**config.mk**
```make
export PLATFORM = sky130hd
export DESIGN_NAME = vr_word_packer
export DESIGN_NICKNAME = d
export VERILOG_FILES = /design/src/rtl/vr_stream_pkg.sv /design/src/rtl/vr_out_reg.sv /design/src/rtl/vr_word_packer.sv
export SDC_FILE = /design/constraint.sdc
export NUM_CORES = 1
export LEC_CHECK = 0
export ABC_AREA = 1
export ABC_CLOCK_PERIOD_IN_PS = 2090
export CORE_UTILIZATION = 52
export DETAILED_ROUTE_END_ITERATION = 10
export MAX_ROUTING_LAYER = met4
export PLACE_DENSITY_LB_ADDON = 0.2
export REMOVE_ABC_BUFFERS = 1
export SETUP_SLACK_MARGIN = 0.05
export SYNTH_ARGS = -nofsm -noshare
export SYNTH_HDL_FRONTEND = slang
export SYNTH_SLANG_ARGS = --single-unit
export TNS_END_PERCENT = 100
```
**constraint.sdc**
```tcl
create_clock -name clk -period 2.09 [get_ports clk]
set_input_delay 0.3135 -clock clk [delete_from_list [all_inputs] [get_ports clk]]
set_output_delay 0.3135 -clock clk [all_outputs]
set_load 0.02 [all_outputs]
```
**src/rtl/vr_stream_pkg.sv**
```systemverilog
// vr_stream_pkg: shared defaults and helpers for the valid-ready stream width converters.
//   DefaultInW   - default narrow beat width in bits
//   DefaultRatio - default number of narrow beats per wide word
//   keep_mask()  - thermometer mask with bits 0..cnt set, limited to ratio bits (up to 32)
package vr_stream_pkg;

    localparam int unsigned DefaultInW   = 8;
    localparam int unsigned DefaultRatio = 4;

    // Slice i of a completed word holds a real beat when i <= index of the completing beat.
    function automatic logic [31:0] keep_mask(input int unsigned cnt, input int unsigned ratio);
        logic [31:0] mask;
        mask = '0;
        for (int unsigned i = 0; i < 32; i++) begin
            if (i <= cnt && i < ratio) begin
                mask[i] = 1'b1;
            end
        end
        return mask;
    endfunction

endpackage

```
**src/rtl/vr_out_reg.sv**
```systemverilog
// vr_out_reg: single-entry valid-ready holding register (data, last, optional keep).
// Optional macro VR_PACKER_KEEP_EN adds the keep_i/keep_o byte-slice mask.
// Ports:
//   clk, sync_rst         - clock, synchronous active-high reset
//   load_i                - load a new entry this edge (caller only asserts while ready_o=1)
//   data_i/last_i/keep_i  - entry contents to load
//   out_ready_i           - downstream accepts the held entry
//   valid_o/data_o/last_o/keep_o - held entry
//   ready_o               - register can take a new entry this cycle (empty or draining)
module vr_out_reg #(
    parameter int unsigned DATA_W = 32,
    parameter int unsigned KEEP_W = 4
) (
    input  logic              clk,
    input  logic              sync_rst,
    input  logic              load_i,
    input  logic [DATA_W-1:0] data_i,
    input  logic              last_i,
`ifdef VR_PACKER_KEEP_EN
    input  logic [KEEP_W-1:0] keep_i,
    output logic [KEEP_W-1:0] keep_o,
`endif
    input  logic              out_ready_i,
    output logic              valid_o,
    output logic [DATA_W-1:0] data_o,
    output logic              last_o,
    output logic              ready_o
);

    logic              valid_q;
    logic [DATA_W-1:0] data_q;
    logic              last_q;

    assign ready_o = !valid_q || out_ready_i;
    assign valid_o = valid_q;
    assign data_o  = data_q;
    assign last_o  = last_q;

    // A load during a drain keeps valid high; a drain alone empties the entry.
    always_ff @(posedge clk) begin
        if (sync_rst) begin
            valid_q <= 1'b0;
            data_q  <= '0;
            last_q  <= 1'b0;
        end else if (load_i) begin
            valid_q <= 1'b1;
            data_q  <= data_i;
            last_q  <= last_i;
        end else if (valid_q && out_ready_i) begin
            valid_q <= 1'b0;
        end
    end

`ifdef VR_PACKER_KEEP_EN
    logic [KEEP_W-1:0] keep_q;

    assign keep_o = keep_q;

    always_ff @(posedge clk) begin
        if (sync_rst) begin
            keep_q <= '0;
        end else if (load_i) begin
            keep_q <= keep_i;
        end
    end
`endif

endmodule

```
**src/rtl/vr_word_packer.sv**
```systemverilog
// vr_word_packer: packs RATIO narrow IN_W-bit beats into one OUT_W-bit word, first beat in the
// LSBs. A beat with data_in_last closes the word early; unused upper slices are zero.
// Optional macro VR_PACKER_KEEP_EN adds data_out_keep (bit i set when slice i holds a beat).
// Ports:
//   clk, sync_rst                                  - clock, synchronous active-high reset
//   en                                             - block enable (0 stalls input side only)
//   data_in/data_in_last/data_in_valid/data_in_ready       - narrow input stream
//   data_out/data_out_last/data_out_valid/data_out_ready   - wide output stream (FIFO write side)
module vr_word_packer
    import vr_stream_pkg::*;
#(
    parameter int unsigned IN_W  = DefaultInW,
    parameter int unsigned RATIO = DefaultRatio,
    parameter int unsigned OUT_W = IN_W * RATIO,
    parameter int unsigned CNT_W = $clog2(RATIO)
) (
    input  logic             clk,
    input  logic             sync_rst,
    input  logic             en,
    input  logic [IN_W-1:0]  data_in,
    input  logic             data_in_last,
    input  logic             data_in_valid,
    output logic             data_in_ready,
    output logic [OUT_W-1:0] data_out,
    output logic             data_out_last,
    output logic             data_out_valid,
`ifdef VR_PACKER_KEEP_EN
    output logic [RATIO-1:0] data_out_keep,
`endif
    input  logic             data_out_ready
);

    logic [CNT_W-1:0] beat_cnt_q, beat_cnt_d;
    logic [IN_W-1:0]  slot_q [RATIO-1];
    logic [IN_W-1:0]  slot_d [RATIO-1];
    logic             out_free;
    logic             in_shake;
    logic             complete;
    logic [OUT_W-1:0] word;

    assign data_in_ready = en && out_free;
    assign in_shake      = data_in_valid && data_in_ready;
    assign complete      = in_shake && (data_in_last || (beat_cnt_q == CNT_W'(RATIO - 1)));

    always_comb begin
        beat_cnt_d = beat_cnt_q;
        slot_d     = slot_q;
        if (complete) begin
            beat_cnt_d = '0;
        end else if (in_shake) begin
            beat_cnt_d = beat_cnt_q + CNT_W'(1);
            for (int i = 0; i < RATIO - 1; i++) begin
                if (beat_cnt_q == CNT_W'(i)) begin
                    slot_d[i] = data_in;
                end
            end
        end
    end

    // Only slots below beat_cnt are live, so stale slot contents never reach the padding.
    always_comb begin
        word = '0;
        for (int i = 0; i < RATIO - 1; i++) begin
            if (CNT_W'(i) < beat_cnt_q) begin
                word[i*IN_W +: IN_W] = slot_q[i];
            end
        end
        for (int i = 0; i < RATIO; i++) begin
            if (CNT_W'(i) == beat_cnt_q) begin
                word[i*IN_W +: IN_W] = data_in;
            end
        end
    end

    always_ff @(posedge clk) begin
        if (sync_rst) begin
            beat_cnt_q <= '0;
            for (int i = 0; i < RATIO - 1; i++) begin
                slot_q[i] <= '0;
            end
        end else begin
            beat_cnt_q <= beat_cnt_d;
            slot_q     <= slot_d;
        end
    end

`ifdef VR_PACKER_KEEP_EN
    logic [RATIO-1:0] keep_word;

    assign keep_word = RATIO'(keep_mask(32'(beat_cnt_q), RATIO));
`endif

    vr_out_reg #(
        .DATA_W (OUT_W),
        .KEEP_W (RATIO)
    ) u_out_reg (
        .clk         (clk),
        .sync_rst    (sync_rst),
        .load_i      (complete),
        .data_i      (word),
        .last_i      (data_in_last),
`ifdef VR_PACKER_KEEP_EN
        .keep_i      (keep_word),
        .keep_o      (data_out_keep),
`endif
        .out_ready_i (data_out_ready),
        .valid_o     (data_out_valid),
        .data_o      (data_out),
        .last_o      (data_out_last),
        .ready_o     (out_free)
    );

endmodule

```
==> results_dict.tcl <==
set metrics [dict create \
    crit_type "reg -> reg" \
    crit_required_ns 2.35 \
    track_usage_pct 26.0 \
    netlist_top_cells_count "nor2_1, dfxtp_1, nand2_1" \
    dp.cells 468 \
    synthAdderAreaFrac_pct 1.89 \
    synth-async-reset-ratio_pct 0 \
    synthXorXnorAreaFrac_pct 0 \
    clk_pin_slew_ns 0.06 \
    grt_pass1_wl_um 10300 \
    synth.distinct_cells 21 \
    cap_violations 0 \
    skew_ns 0.00498 \
    fmax_mhz 551 \
    synthSimpleGateAreaFrac_pct 33.6 \
    netlist.area_leader.share_pct 45.3 \
    synthMuxAreaShare_pct 0 \
    synth_cells 368 \
    synth_top_family_by_area "simple AND/OR/NAND/NOR gates" \
    die_w_um 73.4 \
    grt.overflow.total 0 \
    initial_core_util_pct 55.1 \
    dominantRegCellSynth "dfxtp_1" \
    ys.warnings.count 0 \
    fin_cells 484 \
    final-max-slew-violation-count 0 \
    numCtsBuffers 9 \
    finalCriticalPeriod_ns 1.81 \
    power_density_mw_per_mm2 780 \
    regToRegStartpoint "beat_cnt_q[0]$_SDFFE_PP0P_" \
    grt_max_degree 49 \
    ys_ff_latch 60 \
    vias 2443 \
    multi_input_area_mm2 0.00124 \
    synthTopCellsByArea "dfxtp_1, nor2_1, o21ai_0" \
    clockBufferDepth 2 \
    worstMarginPinSlew_ns 0.602 \
    synth-edff-count 0 \
    boundaryPins 49 \
    design_area_mm2 0.00334 \
    layout-drive-gt1-share_pct 7.67 \
    initialDrtViolationCount 192 \
    die_h_um 73.4 \
    p_leak_nw 1.40 \
    numClockSinks 60 \
    status "finished clean" \
    portBuffers 48 \
    setup-violations-final 0 \
    nets 430 \
    drt_wl_total_um 6120 \
    worstPathArrival_ns 2.07 \
    antenna_found_initial 0 \
    num_rows 25 \
    die-area_mm2 0.00539 \
    syn2layout_area_growth_pct 26.0 \
    dp_hpwl_um 3820 \
    synth_compound_area_share_pct 11.3 \
    finalHoldViolCount 0 \
    synth.most_common_cell "nor2_1" \
    worstPathMaxFanout 34 \
    cpMaxStageDelayCell "inv_2" \
    cts_root_buf "clkbuf_8" \
    finalCritPeriodShare_pct 86.8 \
    cts_max_level 3 \
    grt_pass1_vias 2266 \
    post_dp_cell_area_mm2 0.00312 \
    drc_errors 0 \
    gp_congestion 0.830 \
    synth_area_leader_cell "dfxtp_1" \
    cp-startpoint "beat_cnt_q[0]$_SDFFE_PP0P_" \
    insertion_delay_ns 0.33 \
    antenna_left 0 \
    n_fill_cell 442 \
    worst_setup_path_end_kind "flop" \
    ys_seq_area_share_pct 45.3 \
    worstPathCellList "ha_1 > nor2_8 > nor2_4 > inv_2 > nand2_1 > a21oi_1" \
    max_stage_delay_ns 0.44 \
    tns_ns 0 \
    syn-cell-area_mm2 0.00265 \
    seq_area_mm2 0.00120 \
    worstHoldStart "u_out_reg.data_o[29]$_SDFFE_PP0P_" \
    relSlewSlack_pct 59.8 \
    diodes 0 \
    syn_area_per_cell_um2 7.21 \
    rsz0062_at_grt "no" \
    wire_per_inst_um 12.6 \
    routed_via_density 5.05 \
    min_path_type "reg -> reg" \
    cts_tree "done" \
    core_mm2 0.00482 \
    start_kind "flop" \
    firstDrtPassIters 4 \
    cts_setup_buffers 0 \
    vdd_drop_max_mv 0.492 \
]
metrics by stage:
step / power (W) / setup WS (ns) / hold WS (ns) / utilization [%]
2_1_floorplan: 0.00137 / 0.276 / 0.383 / -
5_1_grt: 0.00271 / 0.125 / 0.498 / 69.4
6_report: 0.00261 / 0.276 / 0.464 / 69.4
3_3_place_gp: 0.00149 / 0.121 / 0.450 / 64.8
3_5_place_dp: 0.00150 / 0.0926 / 0.453 / 64.8
4_1_cts: 0.00263 / 0.0622 / 0.469 / 69.3
metal layers:
metal,routed length [um],track usage (%)
met5,0,-
met4,147,13.2
met3,330,4.25
met2,2840,40.3
met1,2790,32.8
area by class of cell:
cell class / count / area share [%]
multi-input combinational: 266 / 37.1
sequential: 60 / 35.9
timing repair buffer: 52 / 15.4
clock buffer: 11 / 4.23
inverter: 23 / 2.58
tap: 67 / 2.51
clock inverter: 5 / 2.25
power by group:
part | internal, W | switching, W | leakage, nW
logic | 0.000108 | 0.000170 | 0.795
registers | 0.00118 | 0.0000172 | 0.487
clock network | 0.000698 | 0.000434 | 0.113
total | 0.00199 | 0.000621 | 1.40
sequential cells by signal (all words and copies together), names as in the netlist:
| register | count |
|---|---|
| beat_cnt_q | 2 |
| slot_q | 24 |
| u_out_reg.valid_o | 1 |
| u_out_reg.data_o | 32 |
| u_out_reg.last_o | 1 |
cell families (layout without fill, tap and decap cells):
family,Yosys count,after routing
flops,60,60
fa+ha+maj,4,4
compound gates,60,60
buf+inv,42,91
simple gates,202,202
placed cells by master (no fill, tap or decap), types with 2 or more instances in the layout:
cell type / netlist / layout
a21oi_1: 12 / 12
buf_4: 2 / 4
bufinv_16: 0 / 2
clkbuf_8: 0 / 10
clkdlybuf4s50_1: 0 / 47
clkinv_2: 0 / 3
dfxtp_1: 60 / 60
ha_1: 4 / 4
inv_1: 21 / 21
inv_2: 2 / 2
nand2_1: 54 / 54
nand2_2: 2 / 2
nand3_1: 39 / 39
nor2_1: 97 / 97
nor2_2: 2 / 2
nor2_4: 3 / 3
o21ai_0: 48 / 48
critical path: cells and delay by family, from the launching register on:
| kind | cells | cell delay, ns |
|---|---|---|
| AOI/OAI and AO/OA | 1 | 0.16 |
| adders and majority gates | 1 | 0.39 |
| buffers and inverters | 1 | 0.44 |
| DFF | 1 | 0.34 |
| and+or+nand+nor | 3 | 0.40 |
repair_timing:
item / 4_1_cts / 5_1_grt
setup endpoints to repair: 0 / 1
resized for setup: 0 / 1
hold buffers: 0 / 0
endpoints found under the hold margin: 0 / 0
final timing paths:
kind                                            end  slack (ns)  depth (start not counted)
hold reg to reg   u_out_reg.data_o[29]$_SDFFE_PP0P_        0.46                          2
hold / removal    u_out_reg.data_o[29]$_SDFFE_PP0P_        0.46                          2
setup reg to reg  u_out_reg.data_o[25]$_SDFFE_PP0P_        0.28                          6
setup / recovery  u_out_reg.data_o[25]$_SDFFE_PP0P_        0.28                          6
No activity file was read; power rests on OpenSTA's default activity.
